**config.mk**
```make
export PLATFORM = sky130hd
export DESIGN_NAME = shifter_arbiter
export DESIGN_NICKNAME = d
export VERILOG_FILES = /design/src/rtl/shifter_arbiter.sv
export SDC_FILE = /design/constraint.sdc
export NUM_CORES = 1
export LEC_CHECK = 0
export ABC_AREA = 1
export CORE_MARGIN = 3
export CORE_UTILIZATION = 44
export DETAILED_ROUTE_END_ITERATION = 10
export PLACE_DENSITY = 0.76
export SYNTH_ARGS = -nofsm -noshare
export SYNTH_HDL_FRONTEND = slang
export SYNTH_SLANG_ARGS = --single-unit
```
**constraint.sdc**
```tcl
create_clock -name clk -period 1.3 [get_ports clk]
set_input_delay 0.26 -clock clk [delete_from_list [all_inputs] [get_ports clk]]
set_output_delay 0.26 -clock clk [all_outputs]
set_load 0.01 [all_outputs]
```
**src/rtl/shifter_arbiter.sv**
```systemverilog
// Two-requester round-robin arbiter in front of one shared W-bit barrel rotator.
// Grants one requester, latches its operands, rotates, and returns a registered result.
module shifter_arbiter #(
  parameter int W  = 8,
  parameter int AW = 3
) (
  input  logic          clk,
  input  logic          reset,
  input  logic          req0,
  input  logic [W-1:0]  a0,
  input  logic [AW-1:0] amt0,
  input  logic          dir0,
  input  logic          req1,
  input  logic [W-1:0]  a1,
  input  logic [AW-1:0] amt1,
  input  logic          dir1,
  output logic          gnt0,
  output logic          gnt1,
  output logic          done0,
  output logic          done1,
  output logic [W-1:0]  y,
  output logic          owner,
  output logic          busy
);

  typedef enum logic [1:0] {IDLE, EXEC, DONE} state_t;

  state_t        r_state, w_state_nxt;
  logic          r_gnt0, r_gnt1, r_done0, r_done1, r_busy;
  logic          r_owner, r_ptr;
  logic [W-1:0]  r_y;
  logic [W-1:0]  r_a_p0;
  logic [AW-1:0] r_amt_p0;
  logic          r_dir_p0;

  logic          w_take, w_win;
  logic          w_gnt0_nxt, w_gnt1_nxt, w_done0_nxt, w_done1_nxt;

  // Rotating a doubled copy keeps the wrapped-around bits without a W-amt term.
  function automatic logic [W-1:0] rot_f(input logic [W-1:0] a,
                                         input logic [AW-1:0] amt,
                                         input logic dir);
    logic [2*W-1:0] d;
    d = {a, a};
    if (dir) begin
      d = d << amt;
      return d[2*W-1:W];
    end else begin
      d = d >> amt;
      return d[W-1:0];
    end
  endfunction

  always_comb begin
    w_state_nxt = r_state;
    w_take      = 1'b0;
    w_win       = 1'b0;
    w_gnt0_nxt  = 1'b0;
    w_gnt1_nxt  = 1'b0;
    w_done0_nxt = 1'b0;
    w_done1_nxt = 1'b0;
    case (r_state)
      IDLE: begin
        if (req0 || req1) begin
          w_win       = (req0 && req1) ? r_ptr : req1;
          w_take      = 1'b1;
          w_gnt0_nxt  = ~w_win;
          w_gnt1_nxt  = w_win;
          w_state_nxt = EXEC;
        end
      end
      EXEC: begin
        w_done0_nxt = ~r_owner;
        w_done1_nxt = r_owner;
        w_state_nxt = DONE;
      end
      DONE:    w_state_nxt = IDLE;
      default: w_state_nxt = IDLE;
    endcase
  end

  always_ff @(posedge clk) begin
    if (reset) begin
      r_state <= IDLE;
      r_gnt0  <= 1'b0;
      r_gnt1  <= 1'b0;
      r_done0 <= 1'b0;
      r_done1 <= 1'b0;
      r_busy  <= 1'b0;
      r_owner <= 1'b0;
      r_ptr   <= 1'b0;
      r_y     <= '0;
    end else begin
      r_state <= w_state_nxt;
      r_gnt0  <= w_gnt0_nxt;
      r_gnt1  <= w_gnt1_nxt;
      r_done0 <= w_done0_nxt;
      r_done1 <= w_done1_nxt;
      r_busy  <= (w_state_nxt != IDLE);
      if (w_take) r_owner <= w_win;
      if (r_state == EXEC) begin
        r_y   <= rot_f(r_a_p0, r_amt_p0, r_dir_p0);
        r_ptr <= ~r_owner;
      end
    end
  end

  // Operand capture at grant time; later operand changes cannot reach the rotator.
  always_ff @(posedge clk) begin
    if (w_take) begin
      r_a_p0   <= w_win ? a1   : a0;
      r_amt_p0 <= w_win ? amt1 : amt0;
      r_dir_p0 <= w_win ? dir1 : dir0;
    end
  end

  assign gnt0  = r_gnt0;
  assign gnt1  = r_gnt1;
  assign done0 = r_done0;
  assign done1 = r_done1;
  assign y     = r_y;
  assign owner = r_owner;
  assign busy  = r_busy;

endmodule

```
==> summary.txt <==
Run status
  – Status: finished, violations left
  – Failing checks: setup timing

Die
  – Number of cell rows: 21
  – Die area: 4506 um^2
  – Die height: 67.13 um
  – Die extent in x: 67.13 um
  – CORE AREA: 3468 um^2
  – Initial Utilization: 47.40%
  – IO Pins: 42

Route
  – M1 WL: 1.766 mm
  – DR pass1 iterations: 4
  – WL met2: 2.376 mm
  – Antenna viol nets, final: 0
  – Average routed wire per standard cell: 15.49 um
  – Via count: 1710
  – Via-to-Cell Ratio: 5.758
  – Iter 0 DRT Violations: 128
  – Top Layer Used: met4
  – Final wirelength: 4.602 mm
  – Met3 WL: 328 um
  – DRC: 0

STA
  – Clock skew: 5.067 ps
  – Final hold violation count: 0
  – Rel. slew slack: 78.68%
  – Final max-slew violation count: 0
  – Period utilization: 100.1%
  – Final worst slack: -0.9629 ps
  – RSZ-0062 raised after global routing: true
  – Final setup TNS: -0.9629 ps
  – Final Setup Violations: 1
  – Min cycle time layout: 1301 ps
  – Worst-margin pin slew: 317.7 ps
  – Achievable Freq: 768.7 MHz

Yosys
  – Sequential-to-total area share from yosys stat: 42.62%
  – YS warnings: 0
  – Post-Syn Nets: 225
  – Syn Area/Cell: 8.346 um^2
  – Netlist cell types: 22
  – Mapped Cells: 197
  – #FFs+latches synth: 29
  – Most area-hungry cell type in the Yosys netlist: nand3_1
  – Share of the synthesized area in the top cell type: 24.35%
  – Synth area leaders: nand3_1 24%, edfxtp_1 22%, dfxtp_1 21%
  – Synthesized cell area: 1644 um^2

CTS
  – TritonCTS clock tree: built
  – Clock transition at path regs: 70 ps
  – Worst-case clock buffer depth: 2
  – Cts bufs inserted: 5
  – Root Driver: clkbuf_8
  – H-tree depth: 2
  – Clk Latency, worst-skew pair: 280 ps
  – Sink Count: 29
  – Cts-stage hold buffer count: 0

Layout
  – Commonest non-fill, non-tap cell in the layout: nand3_1
  – Diode count: 0
  – Commonest non-fill, non-tap cells in the layout: 61 x nand3_1, 25 x clkdlybuf4s50_1, 19 x nand3_2
  – P&R area growth vs syn: 51.98%
  – Share of post-route cells with drive strength above 1: 35.46%
  – Layout Nets: 278

Setup path
  – Critical Path Sink: y[0]
  – Worst Reg2Reg Path Length in Cells: 6
  – R2R Setup Slk: -1 ps
  – CP arrival: 1470 ps
  – Reg2Reg Launch Point: r_amt_p0[1]
  – Kind of critical path: flop to flop
  – Critical path endpoint category: flop
  – Crit-path max FO: 16
  – Critical Path Source: r_amt_p0[1]
  – Worst EP required: 1470 ps
  – Worst reg2reg endpoint: y[0]
  – Crit start category: flop

Power
  – Power per cell area: 1243 nW/um^2
  – Max rail drop VDD: 978.2 uV
  – Pleak: 1.117 nW

Place
  – Dpl hpwl: 2.850 mm
  – Pre-CTS WS: -386.1 ps
  – Routability cong.: 0.8391
  – Port bufs: 41

Global route
  – First-pass GRT wire length: 7.044 mm
  – Number of global-route vias before repair: 1601
  – GRT Total Usage: 20.51%
  – Gr ovfl total: 0
  – Largest net degree at the start of global routing: 17
  – Antenna violations before repair: 0

Run
  – MaxCap Viol Count: 0

Min path
  – Hold WC Path Type: input port to flop
-- kinds of logic (layout without fill, tap and decap cells) --
kind of cell	count (synthesis)	count (layout)	synth area share, %
AND/OR/NAND/NOR	114	115	33.71
flip-flops	29	29	42.62
AO/OA/AOI/OAI	21	21	6.773
buffers and inverters	21	74	6.849
multiplexers	12	12	10.05
-- per-stage QoR --
step                instance area, um^2  hold slack, ps  std cells  total power [mW]  utilization (%)
floorplan                          1644           329.1        197             1.670                -
global placement                   2103           475.4        282             1.927            60.64
detailed placement                 2103           494.8        282             1.945            60.64
CTS                                2242           483.5        293             2.909            64.65
global route                       2499           459.8        297             3.258            72.04
finish                             2499           457.2        297             3.107            72.04
-- worst min path at each step --
stage,start,slack (ps),depth (start not counted),to
finish,req0,460,3,gnt0
floorplan,reset,330,1,busy
CTS,req0,480,3,gnt0
global placement,r_ptr,480,1,r_ptr
detailed placement,r_ptr,490,1,r_ptr
global route,req0,460,3,gnt0
-- worst max-delay path, stage by stage (launching register included) --
cell,delay [ps]
edfxtp_1,490
inv_4,230
nand3_1,140
nand3_1,90
nand3_1,70
nand2_1,100
a21oi_2,60
-- sequential cells by signal, summed over array words and instances, names as in the netlist --
| signal | count |
|---|---|
| r_a_p0 | 8 |
| y | 8 |
| r_amt_p0 | 3 |
| r_state | 2 |
| busy | 1 |
| done0 | 1 |
| done1 | 1 |
| gnt0 | 1 |
| gnt1 | 1 |
| owner | 1 |
| r_dir_p0 | 1 |
| r_ptr | 1 |
-- where the power goes --
group | leakage (nW) | switching (mW) | internal [mW] | total, mW
Sequential | 0.258 | 0.0745 | 1.06 | 1.13
Clock | 0.0617 | 0.355 | 0.624 | 0.979
Combinational | 0.798 | 0.564 | 0.434 | 0.998
Total | 1.12 | 0.994 | 2.11 | 3.11
-- cell usage after synthesis --
library cell,number
a31o_2,1
inv_1,6
dfxtp_1,17
nor2_1,4
nor2_4,1
edfxtp_1,12
nand3_1,80
clkbuf_4,1
mux2_4,8
a211oi_1,1
inv_4,1
nor2_2,2
buf_2,4
buf_4,2
buf_6,2
nand2_1,26
inv_2,4
mux2_2,4
clkbuf_1,1
nand3_4,1
o21ai_0,9
a21oi_1,10
-- metal layers --
| layer | track usage [%] | up-vias |
|---|---|---|
| met1 | 25.65 | 801 |
| met2 | 34.36 | 81 |
| met3 | 5.565 | 18 |
| met4 | 6.076 | 0 |
| li1 | - | 810 |
| met5 | 0 | - |
-- layout make-up --
cell class,count,area [um^2]
Multi-Input combinational cell,148,1064
Clock buffer,6,82.58
Clock inverter,2,36.28
Tap cell,46,57.56
Timing Repair inverter,1,5.005
Fill cell,271,969.7
Inverter,11,56.30
Timing Repair Buffer,54,495.5
Sequential cell,29,701.9
-- timing repair --
action	in CTS	in global routing
pin swaps	3	4
gates resized for setup	20	63
setup buffers	2	3
setup endpoints to repair	34	32
gates cloned	1	1
Power figures use the tool's default switching activity.
